<file path="config.mk">
export PLATFORM = sky130hd
export DESIGN_NAME = aes128_round_engine_flat
export DESIGN_NICKNAME = d
export VERILOG_FILES = /design/src/rtl/aes_pkg.sv /design/src/rtl/aes128_round_engine_if.sv /design/src/rtl/aes_sbox.sv /design/src/rtl/aes128_round_engine.sv /design/src/flat_wrapper.sv
export SDC_FILE = /design/constraint.sdc
export NUM_CORES = 2
export LEC_CHECK = 0
export ABC_CLOCK_PERIOD_IN_PS = 10500
export BUFFER_PORTS_ARGS = -buffer_cell sky130_fd_sc_hd__buf_2
export CELL_PAD_IN_SITES_DETAIL_PLACEMENT = 0
export CELL_PAD_IN_SITES_GLOBAL_PLACEMENT = 1
export CORE_AREA = 5 5 656 658
export DETAILED_ROUTE_END_ITERATION = 6
export DIE_AREA = 0 0 661 663
export GPL_TIMING_DRIVEN = 0
export PLACE_DENSITY_LB_ADDON = 0.05
export REMOVE_ABC_BUFFERS = 1
export SYNTH_ARGS = -nofsm -noshare
export SYNTH_HDL_FRONTEND = slang
export SYNTH_SLANG_ARGS = --single-unit
</file>
<file path="constraint.sdc">
create_clock -name clk -period 10.5 [get_ports clk]
set_input_delay 1.05 -clock clk [delete_from_list [all_inputs] [get_ports clk]]
set_output_delay 1.05 -clock clk [all_outputs]
set_load 0.01 [all_outputs]
</file>
<file path="src/rtl/aes_pkg.sv">
// rtl/aes_pkg.sv - AES-128 constants, FSM encoding and GF(2^8) round helpers
package aes_pkg;

  localparam int NR  = 10;
  localparam int BLK = 128;
  localparam int KW  = 1408;

  typedef enum logic [1:0] {
    IDLE  = 2'd0,
    ROUND = 2'd1,
    DONE  = 2'd2
  } state_e;

  function automatic logic [7:0] xtime(input logic [7:0] b);
    return {b[6:0], 1'b0} ^ (b[7] ? 8'h1b : 8'h00);
  endfunction

  // Multiplication by 3 is folded in as xtime(x) ^ x.
  function automatic logic [31:0] mix_column(input logic [31:0] col);
    logic [7:0] a0, a1, a2, a3;
    a0 = col[31:24];
    a1 = col[23:16];
    a2 = col[15:8];
    a3 = col[7:0];
    return {xtime(a0) ^ xtime(a1) ^ a1 ^ a2 ^ a3,
            a0 ^ xtime(a1) ^ xtime(a2) ^ a2 ^ a3,
            a0 ^ a1 ^ xtime(a2) ^ xtime(a3) ^ a3,
            xtime(a0) ^ a0 ^ a1 ^ a2 ^ xtime(a3)};
  endfunction

  function automatic logic [BLK-1:0] shift_rows(input logic [BLK-1:0] s);
    logic [BLK-1:0] r;
    r = '0;
    for (int c = 0; c < 4; c++) begin
      for (int row = 0; row < 4; row++) begin
        r[BLK-1-8*(4*c+row) -: 8] = s[BLK-1-8*(4*((c+row)%4)+row) -: 8];
      end
    end
    return r;
  endfunction

  // Round key r occupies words w(4r+1)..w(4r+4), w1 at the top of the bus.
  function automatic logic [BLK-1:0] round_key(input logic [KW-1:0] rk, input logic [3:0] r);
    return rk[KW-1-BLK*int'(r) -: BLK];
  endfunction

endpackage

</file>
<file path="src/rtl/aes128_round_engine_if.sv">
// rtl/aes128_round_engine_if.sv - plaintext in / ciphertext out handshake bundle
interface aes128_round_engine_if;
  import aes_pkg::*;

  logic           in_valid;
  logic           in_ready;
  logic [BLK-1:0] plaintext;
  logic           out_valid;
  logic           out_ready;
  logic [BLK-1:0] ciphertext;

  modport master (
    output in_valid, plaintext, out_ready,
    input  in_ready, out_valid, ciphertext
  );

  modport slave (
    input  in_valid, plaintext, out_ready,
    output in_ready, out_valid, ciphertext
  );

endinterface

</file>
<file path="src/rtl/aes_sbox.sv">
// rtl/aes_sbox.sv - combinational forward AES S-box lookup
module aes_sbox
  import aes_pkg::*;
(
  input  logic [7:0] a,
  output logic [7:0] y
);

  // Entry 0x00 sits in the top byte; row n holds entries 16n..16n+15.
  localparam logic [2047:0] SBOX = {
    128'h637c777bf26b6fc53001672bfed7ab76,
    128'hca82c97dfa5947f0add4a2af9ca472c0,
    128'hb7fd9326363ff7cc34a5e5f171d83115,
    128'h04c723c31896059a071280e2eb27b275,
    128'h09832c1a1b6e5aa0523bd6b329e32f84,
    128'h53d100ed20fcb15b6acbbe394a4c58cf,
    128'hd0efaafb434d338545f9027f503c9fa8,
    128'h51a3408f929d38f5bcb6da2110fff3d2,
    128'hcd0c13ec5f974417c4a77e3d645d1973,
    128'h60814fdc222a908846eeb814de5e0bdb,
    128'he0323a0a4906245cc2d3ac629195e479,
    128'he7c8376d8dd54ea96c56f4ea657aae08,
    128'hba78252e1ca6b4c6e8dd741f4bbd8b8a,
    128'h703eb5664803f60e613557b986c11d9e,
    128'he1f8981169d98e949b1e87e9ce5528df,
    128'h8ca1890dbfe6426841992d0fb054bb16
  };

  logic [10:0] idx;

  assign idx = {~a, 3'b000};
  assign y   = SBOX[idx +: 8];

endmodule

</file>
<file path="src/rtl/aes128_round_engine.sv">
// rtl/aes128_round_engine.sv - iterative AES-128 encryptor, one round per clock
module aes128_round_engine
  import aes_pkg::*;
(
  input  logic                  clk,
  input  logic                  rst,
  input  logic [KW-1:0]         round_keys,
  aes128_round_engine_if.slave  io,
  output logic                  busy
);

  state_e         state;
  logic [3:0]     rnd;
  logic [BLK-1:0] st;
  logic [BLK-1:0] sb;
  logic [BLK-1:0] sr;
  logic [BLK-1:0] mc;
  logic [BLK-1:0] nxt;
  logic           in_ready_q;
  logic           out_valid_q;

  for (genvar i = 0; i < 16; i++) begin : g_sub
    aes_sbox u_sbox (
      .a (st[BLK-1-8*i -: 8]),
      .y (sb[BLK-1-8*i -: 8])
    );
  end

  assign sr = shift_rows(sb);

  for (genvar c = 0; c < 4; c++) begin : g_mix
    assign mc[BLK-1-32*c -: 32] = mix_column(sr[BLK-1-32*c -: 32]);
  end

  // The last round drops MixColumns.
  assign nxt = ((rnd == 4'(NR)) ? sr : mc) ^ round_key(round_keys, rnd);

  always_ff @(posedge clk) begin
    if (rst) begin
      state       <= IDLE;
      rnd         <= 4'd0;
      st          <= '0;
      in_ready_q  <= 1'b1;
      out_valid_q <= 1'b0;
      busy        <= 1'b0;
    end else begin
      case (state)
        IDLE: begin
          if (io.in_valid && in_ready_q) begin
            st         <= io.plaintext ^ round_key(round_keys, 4'd0);
            rnd        <= 4'd1;
            state      <= ROUND;
            in_ready_q <= 1'b0;
            busy       <= 1'b1;
          end
        end
        ROUND: begin
          st <= nxt;
          if (rnd == 4'(NR)) begin
            rnd         <= 4'd0;
            state       <= DONE;
            busy        <= 1'b0;
            out_valid_q <= 1'b1;
          end else begin
            rnd <= rnd + 4'd1;
          end
        end
        DONE: begin
          // st is left untouched here so the result holds through any stall.
          if (io.out_ready) begin
            state       <= IDLE;
            out_valid_q <= 1'b0;
            in_ready_q  <= 1'b1;
          end
        end
        default: begin
          state       <= IDLE;
          rnd         <= 4'd0;
          in_ready_q  <= 1'b1;
          out_valid_q <= 1'b0;
          busy        <= 1'b0;
        end
      endcase
    end
  end

  assign io.in_ready   = in_ready_q;
  assign io.out_valid  = out_valid_q;
  assign io.ciphertext = st;

endmodule

</file>
<file path="src/flat_wrapper.sv">
// flat-port wrapper written by rule: the top's interface ports become plain ports
module aes128_round_engine_flat import aes_pkg::*;
  (clk, rst, round_keys, busy, io_in_valid, io_plaintext, io_out_ready, io_in_ready, io_out_valid, io_ciphertext);
  aes128_round_engine_if io_i ();
  input  logic clk;
  input  logic rst;
  input  logic [KW-1:0] round_keys;
  output logic busy;
  input wire logic [$bits(io_i.in_valid)-1:0] io_in_valid;
  input wire logic [$bits(io_i.plaintext)-1:0] io_plaintext;
  input wire logic [$bits(io_i.out_ready)-1:0] io_out_ready;
  output wire logic [$bits(io_i.in_ready)-1:0] io_in_ready;
  output wire logic [$bits(io_i.out_valid)-1:0] io_out_valid;
  output wire logic [$bits(io_i.ciphertext)-1:0] io_ciphertext;
  assign io_i.in_valid = io_in_valid;
  assign io_i.plaintext = io_plaintext;
  assign io_i.out_ready = io_out_ready;
  assign io_in_ready = io_i.in_ready;
  assign io_out_valid = io_i.out_valid;
  assign io_ciphertext = io_i.ciphertext;
  aes128_round_engine u_core (.clk(clk), .rst(rst), .round_keys(round_keys), .io(io_i), .busy(busy));
endmodule
</file>
# Word-level counts from Yosys, hierarchy flattened
# Index checks and enable logic that the tools add are counted.
# Widths: inputs -> output; s select.
[word_totals]
ff_bits = 137
inputBits = 1540
out_inout_bits = 131
elab_cells = 176
[classes]
addsub = 2
n_eq_ne = 6
shifts = 17
n_mux = 35
n_bitwise = 101
n_reduce_logical = 9
[ops]
columns = ["cell", "n"]
rows = [
  ["$shiftx 2048x12->8 const A", 16],
  ["$shiftx 1535x32->128", 1],
  ["$xor 8x8->8", 78],
  ["$mux 128", 2],
  ["$pmux 128 s2", 1],
  ["$xor 128x128->128", 2],
  ["$not 8->8", 16],
  ["$mux 5", 16],
  ["$xor 8x5->8", 2],
  ["$pmux 4 s3", 1],
  ["$reduce_and 3->1", 4],
  ["$sub 11x11->12 const A", 1],
  ["$pmux 1 s3", 3],
  ["$mux 4", 2],
  ["$mux 1", 6],
  ["$mux 2", 3],
  ["$pmux 2 s3", 1],
  ["$add 4x1->4 const B", 1],
  ["$eq 4x4->1 const B", 1],
  ["$ne 2x1->1 const B", 2],
  ["$reduce_and 2->1", 2],
  ["$not 1->1", 3],
  ["$eq 2x1->1 const B", 1],
  ["$eq 2x2->1 const B", 1],
  ["other kinds (4)", 4],
]

# Depth between registers and ports, before layout
[logic_depth]
depth_word = 11
depth_mapped = 19
ltp_nobuf = 15

# Hierarchy
# Synthesis repeated with hierarchy kept, for this count alone.
[unflattened]
hier_cells = 11355
area_unflattened_um2 = 80313.3
[by_module_without_submodules]
columns = ["module", "n_inst", "cells_each", "area_each_um2", "seq_area_each_um2"]
rows = [
  ["aes_sbox", 16, 550, 3533.4, 0.0],
  ["aes128_round_engine", 1, 2555, 23779.1, 2742.6],
]

# Worst setup path before layout
# No wires, ideal clock.
[synth_path]
path_type = "reg-to-reg"
startpoint = "register u_core.st[121] (netlist: u_core.io.ciphertext[121])"
endpoint = "register u_core.st[126] (netlist: u_core.io.ciphertext[126])"
setup_time_ps = 134
arrival_ps = 4272
t_required_ps = 10366
setup_slack_ps = 6095
path_stages_with_launch = 18
path_buffers = 3
period_less_slack_ps = 4405
path_cell_list = "dfxtp_1 clkbuf_1 buf_2 inv_1 ha_1 clkbuf_1 inv_1 ha_1 nor2b_1 a2111o_1 a311oi_1 a311oi_2 a31oi_4 xnor2_1 xnor3_1 a21oi_1 xnor2_1 o22ai_1"
[synth_via]
elab_chain_cells = 10
[synth_rtl]
columns = ["item", "line", "text"]
rows = [
  ["from (decl)", "aes128_round_engine.sv:14", "logic [BLK-1:0] st;"],
  ["from (signal assigned)", "aes128_round_engine.sv:50", "st <= io.plaintext ^ round_key(round_keys, 4'd0);"],
  ["from (signal assigned)", "aes128_round_engine.sv:58", "st <= nxt;"],
  ["$not 8->8 *", "aes_sbox.sv:31", "assign idx = {~a, 3'b000};"],
  ["$shiftx 2048x12->8 *", "aes_sbox.sv:32", "assign y = SBOX[idx +: 8];"],
  ["$xor 8x8->8", "aes_pkg.sv:15", "return {b[6:0], 1'b0} ^ (b[7] ? 8'h1b : 8'h00);"],
  ["$xor 8x8->8 (4 in series)", "aes_pkg.sv:25", "return {xtime(a0) ^ xtime(a1) ^ a1 ^ a2 ^ a3,"],
  ["$mux 128 *", "aes128_round_engine.sv:36", "assign nxt = ((rnd == 4'(NR)) ? sr : mc) ^ round_key(round_keys, rnd);"],
  ["$xor 128x128->128 *", "aes128_round_engine.sv:36", ""],
  ["$pmux 128 s2 *", "aes128_round_engine.sv:47", "case (state)"],
]
# Every way passes the cells marked *; elsewhere a longest branch is shown, timed or not.
# A chain may end at the register's enable or synchronous reset.

# Worst setup path in the final report
[layout_path]
startpoint = "register u_core.st[48] (netlist: u_core.io.ciphertext[48])"
endpoint = "register u_core.st[94] (netlist: u_core.io.ciphertext[94])"
[layout_via]
elab_chain_cells = 10
[layout_rtl]
columns = ["item", "line"]
rows = [
  ["$not 8->8 *", "aes_sbox.sv:31"],
  ["$shiftx 2048x12->8 *", "aes_sbox.sv:32"],
  ["$xor 8x8->8", "aes_pkg.sv:15"],
  ["$xor 8x8->8", "aes_pkg.sv:25"],
  ["$xor 8x8->8 * (3 in series)", "aes_pkg.sv:25"],
  ["$mux 128 *", "aes128_round_engine.sv:36"],
  ["$xor 128x128->128 *", "aes128_round_engine.sv:36"],
  ["$pmux 128 s2 *", "aes128_round_engine.sv:47"],
]
# Marked as above.

==> reports/summary.txt <==
status = complete, but fails checks
violated checks = slew limit
Main synth FF type = dfxtp_1
Crit Path Class = reg -> reg
initial detailed-routing violation count = 13725
Hold Path End = u_core.busy
final hold vios = 0
Distinct cells, synth = 139
Hold Crit Class = reg -> reg
min cycle time layout = 7.675 ns
most frequent cells in the layout = buf_2, a21oi_1, nand2_1, o21ai_0, nor2_1
number of port buffers = 1670
Post-DP Area = 95050 um2
most common cell after layout, fill and taps aside = buf_2
CP max stage cell = dfxtp_1
cell count after synthesis = 11914
flop2flop setup slack = 2.83 ns
async set-or-reset flop fraction in the synthesized netlist = 0%
reg2reg path depth = 13
hold path cells = 2
Net count, final = 14154
Clock Latency Late Sink = 0.64 ns
# IOs = 1671
quantity of gates resized following cts = 0
total negative slack = 0 ns
total CTS buffers = 25
clk root buf = clkbuf_16
Pleak = 0.03449 uW
most used cell, CP = o22ai_1
Layout area overhead = 17.61%
Least-Margin Pin Slew = 1.587 ns
Critical Path Fanout Max = 27
Reg-to-Reg Start = u_core.io.ciphertext[48]
fin crit share = 73.09%
total gr overflow = 0
Power Density = 459.2 nW/um2
largest stage delay on the critical path = 1.29 ns
largest net degree at the start of global routing = 97
clock slew at reported path FFs = 0.11 ns
postcts setup bufs = 0
Die Area = 438200 um2
Vias/cell = 5.921
Clock Sinks = 137
largest delay contributor family on the critical path = compound AO/OA/AOI/OAI gates
share of cells above drive strength 1 = 22.31%
hold buffer count at cts = 0
Synth Register Bits = 137
number of flops mapped to enable cells by yosys = 0
Warnings, synthesis = 0
fill count = 48008
routed len/inst = 39.38 um
crit end category = flip-flop
detailed-router iteration count before antenna repair = 7
number of max-cap violations = 0
gpl congestion = 0.9729
vias in the first global route = 102458
DRT Wirelength = 713400 um
Initial Util = 19.30%
worst path arrival time = 8.13 ns
final setup fails = 0
All-Layer GR Usage = 30.68%
post-synthesis sequential area ratio = 3.359%
top achievable clock speed = 130.3 MHz
startpoint types = flip-flop
H-tree levels = 4
CTS tree = built
worst vdd ir = 0.4826 mV
FF-to-FF End = u_core.io.ciphertext[94]
DIE HEIGHT = 663 um
Max Buffers Root-to-Sink = 3
Hold Crit Start = u_core.busy
Post-DRT Antenna Nets = 0
clk_skew = 0.04453 ns
Buf/Inv on CP = 1
Max-slew headroom = -5.805%
finished layout cell area = 96040 um2
max-slew violations = 3
die width = 661 um
mean post-synth cell area = 6.854 um2
Vias = 107252
initial antenna violation count = 159
synthesized area = 81660 um2
Residual DRC = 0
Final HPWL DP = 561900 um
first-pass GRT wire length = 952600 um
CP cell instances = inv_1 > ha_1 > nand2b_1 > nand2_1 > o21ai_0 > a21oi_1 > o311ai_0 > o22ai_1 > xnor3_1 > xor2_1 > o21ai_1 > xnor2_1 > o22ai_1
FP Rows = 239
RSZ-0062 raised after global routing = false
Core Region = 423100 um2
Critical Path RT = 10.95 ns
## cells in the mapped netlist, types with 84 or more instances
| cell type | number | area [um2] |
|---|---|---|
| buf_4 | 92 | 690.7 |
| ha_1 | 237 | 2965 |
| o21ai_0 | 988 | 4945 |
| inv_1 | 143 | 536.8 |
| clkbuf_1 | 632 | 2372 |
| buf_2 | 522 | 2613 |
| nor2_1 | 858 | 3221 |
| a21oi_1 | 1182 | 5916 |
| o31ai_1 | 106 | 795.8 |
| o22ai_1 | 123 | 769.5 |
| a221oi_1 | 84 | 735.7 |
| a311oi_1 | 159 | 1393 |
| nor3_1 | 522 | 2613 |
| nand3_1 | 328 | 1642 |
| nand2_1 | 1052 | 3949 |
| o311ai_0 | 162 | 1419 |
| buf_1 | 132 | 495.5 |
| nand2b_1 | 323 | 2021 |
| mux2i_1 | 214 | 2142 |
| a211oi_1 | 287 | 2155 |
| a31oi_1 | 233 | 1458 |
| dfxtp_1 | 137 | 2743 |
| or2_2 | 85 | 531.8 |
| o211ai_1 | 228 | 1712 |
| xor2_1 | 255 | 2233 |
| nor2b_1 | 270 | 1689 |
| mux4_2 | 397 | 8941 |
| xnor2_1 | 526 | 4607 |
## metrics by stage
step	power (uW)	util [%]	std cells	worst slack (ns)	hold WS [ns]
5_1_grt	46060	22.66	18052	2.850	0.5593
6_report	44100	22.70	18115	2.825	0.5431
2_1_floorplan	26310	-	10468	-25.96	0.5367
4_1_cts	43490	22.63	18041	2.906	0.5407
3_3_place_gp	42900	21.31	17801	-87.29	0.5075
3_5_place_dp	42380	22.46	18008	2.939	0.5183
## power breakdown
part | switching, uW | internal, uW
registers | 2150 | 786
logic | 25800 | 14500
clock network | 443 | 446
## tightest hold or removal path, cell delays in order (launching register included)
cell and delay, ns:
dfxtp_1 0.34, a21oi_1 0.12, nor2_1 0.04
## worst max path at each step
stage                                         from                  endpoint  slack, ns  cells past startpoint
final                     u_core.io.ciphertext[48]  u_core.io.ciphertext[94]       2.83                     13
after global routing      u_core.io.ciphertext[48]  u_core.io.ciphertext[94]       2.85                     13
after CTS                 u_core.io.ciphertext[48]  u_core.io.ciphertext[94]       2.91                     13
after detailed placement  u_core.io.ciphertext[48]  u_core.io.ciphertext[94]       2.94                     13
after global placement               u_core.rnd[0]  u_core.io.ciphertext[52]     -87.29                     11
after floorplan                      u_core.rnd[0]  u_core.io.ciphertext[92]     -25.96                     11
## sequential cells by signal (all words and copies together), names as in the netlist
signal / count
u_core.state: 2
u_core.rnd: 4
u_core.io.ciphertext: 128
u_core.io.in_ready: 1
u_core.busy: 1
u_core.io.out_valid: 1
## layout make-up
| type | instances | area [um2] | area share [%] |
|---|---|---|---|
| multi-input combinational | 10146 | 71570 | 74.53 |
| clock inverter | 4 | 28.78 | 0.02996 |
| timing repair buffer | 1882 | 12840 | 13.37 |
| tap | 5663 | 7086 | 7.378 |
| clock buffer | 29 | 660.6 | 0.6879 |
| sequential | 137 | 2980 | 3.103 |
| inverter | 185 | 695.7 | 0.7244 |
| antenna | 69 | 172.7 | 0.1798 |
## metal layers
metal  routed length, um  global-route usage [%]
met5                 403                       0
met4               25850                   9.111
met3               52660                   4.935
met2              325600                   49.52
met1              308800                   41.75
## kinds of logic (layout without fill, tap and decap cells)
logic type,count (synthesis),in the layout,share of synthesized area [%]
and+or+nand+nor,3940,3940,23.45
xor gates and xnor gates,819,819,9.288
other,0,69,0
DFF,137,137,3.359
AOI/OAI and AO/OA,4503,4503,36.83
buffers and inverters,1631,2100,9.337
muxes,642,642,14.04
adders and majority gates,242,242,3.693
(Power assumes the default switching activity.)
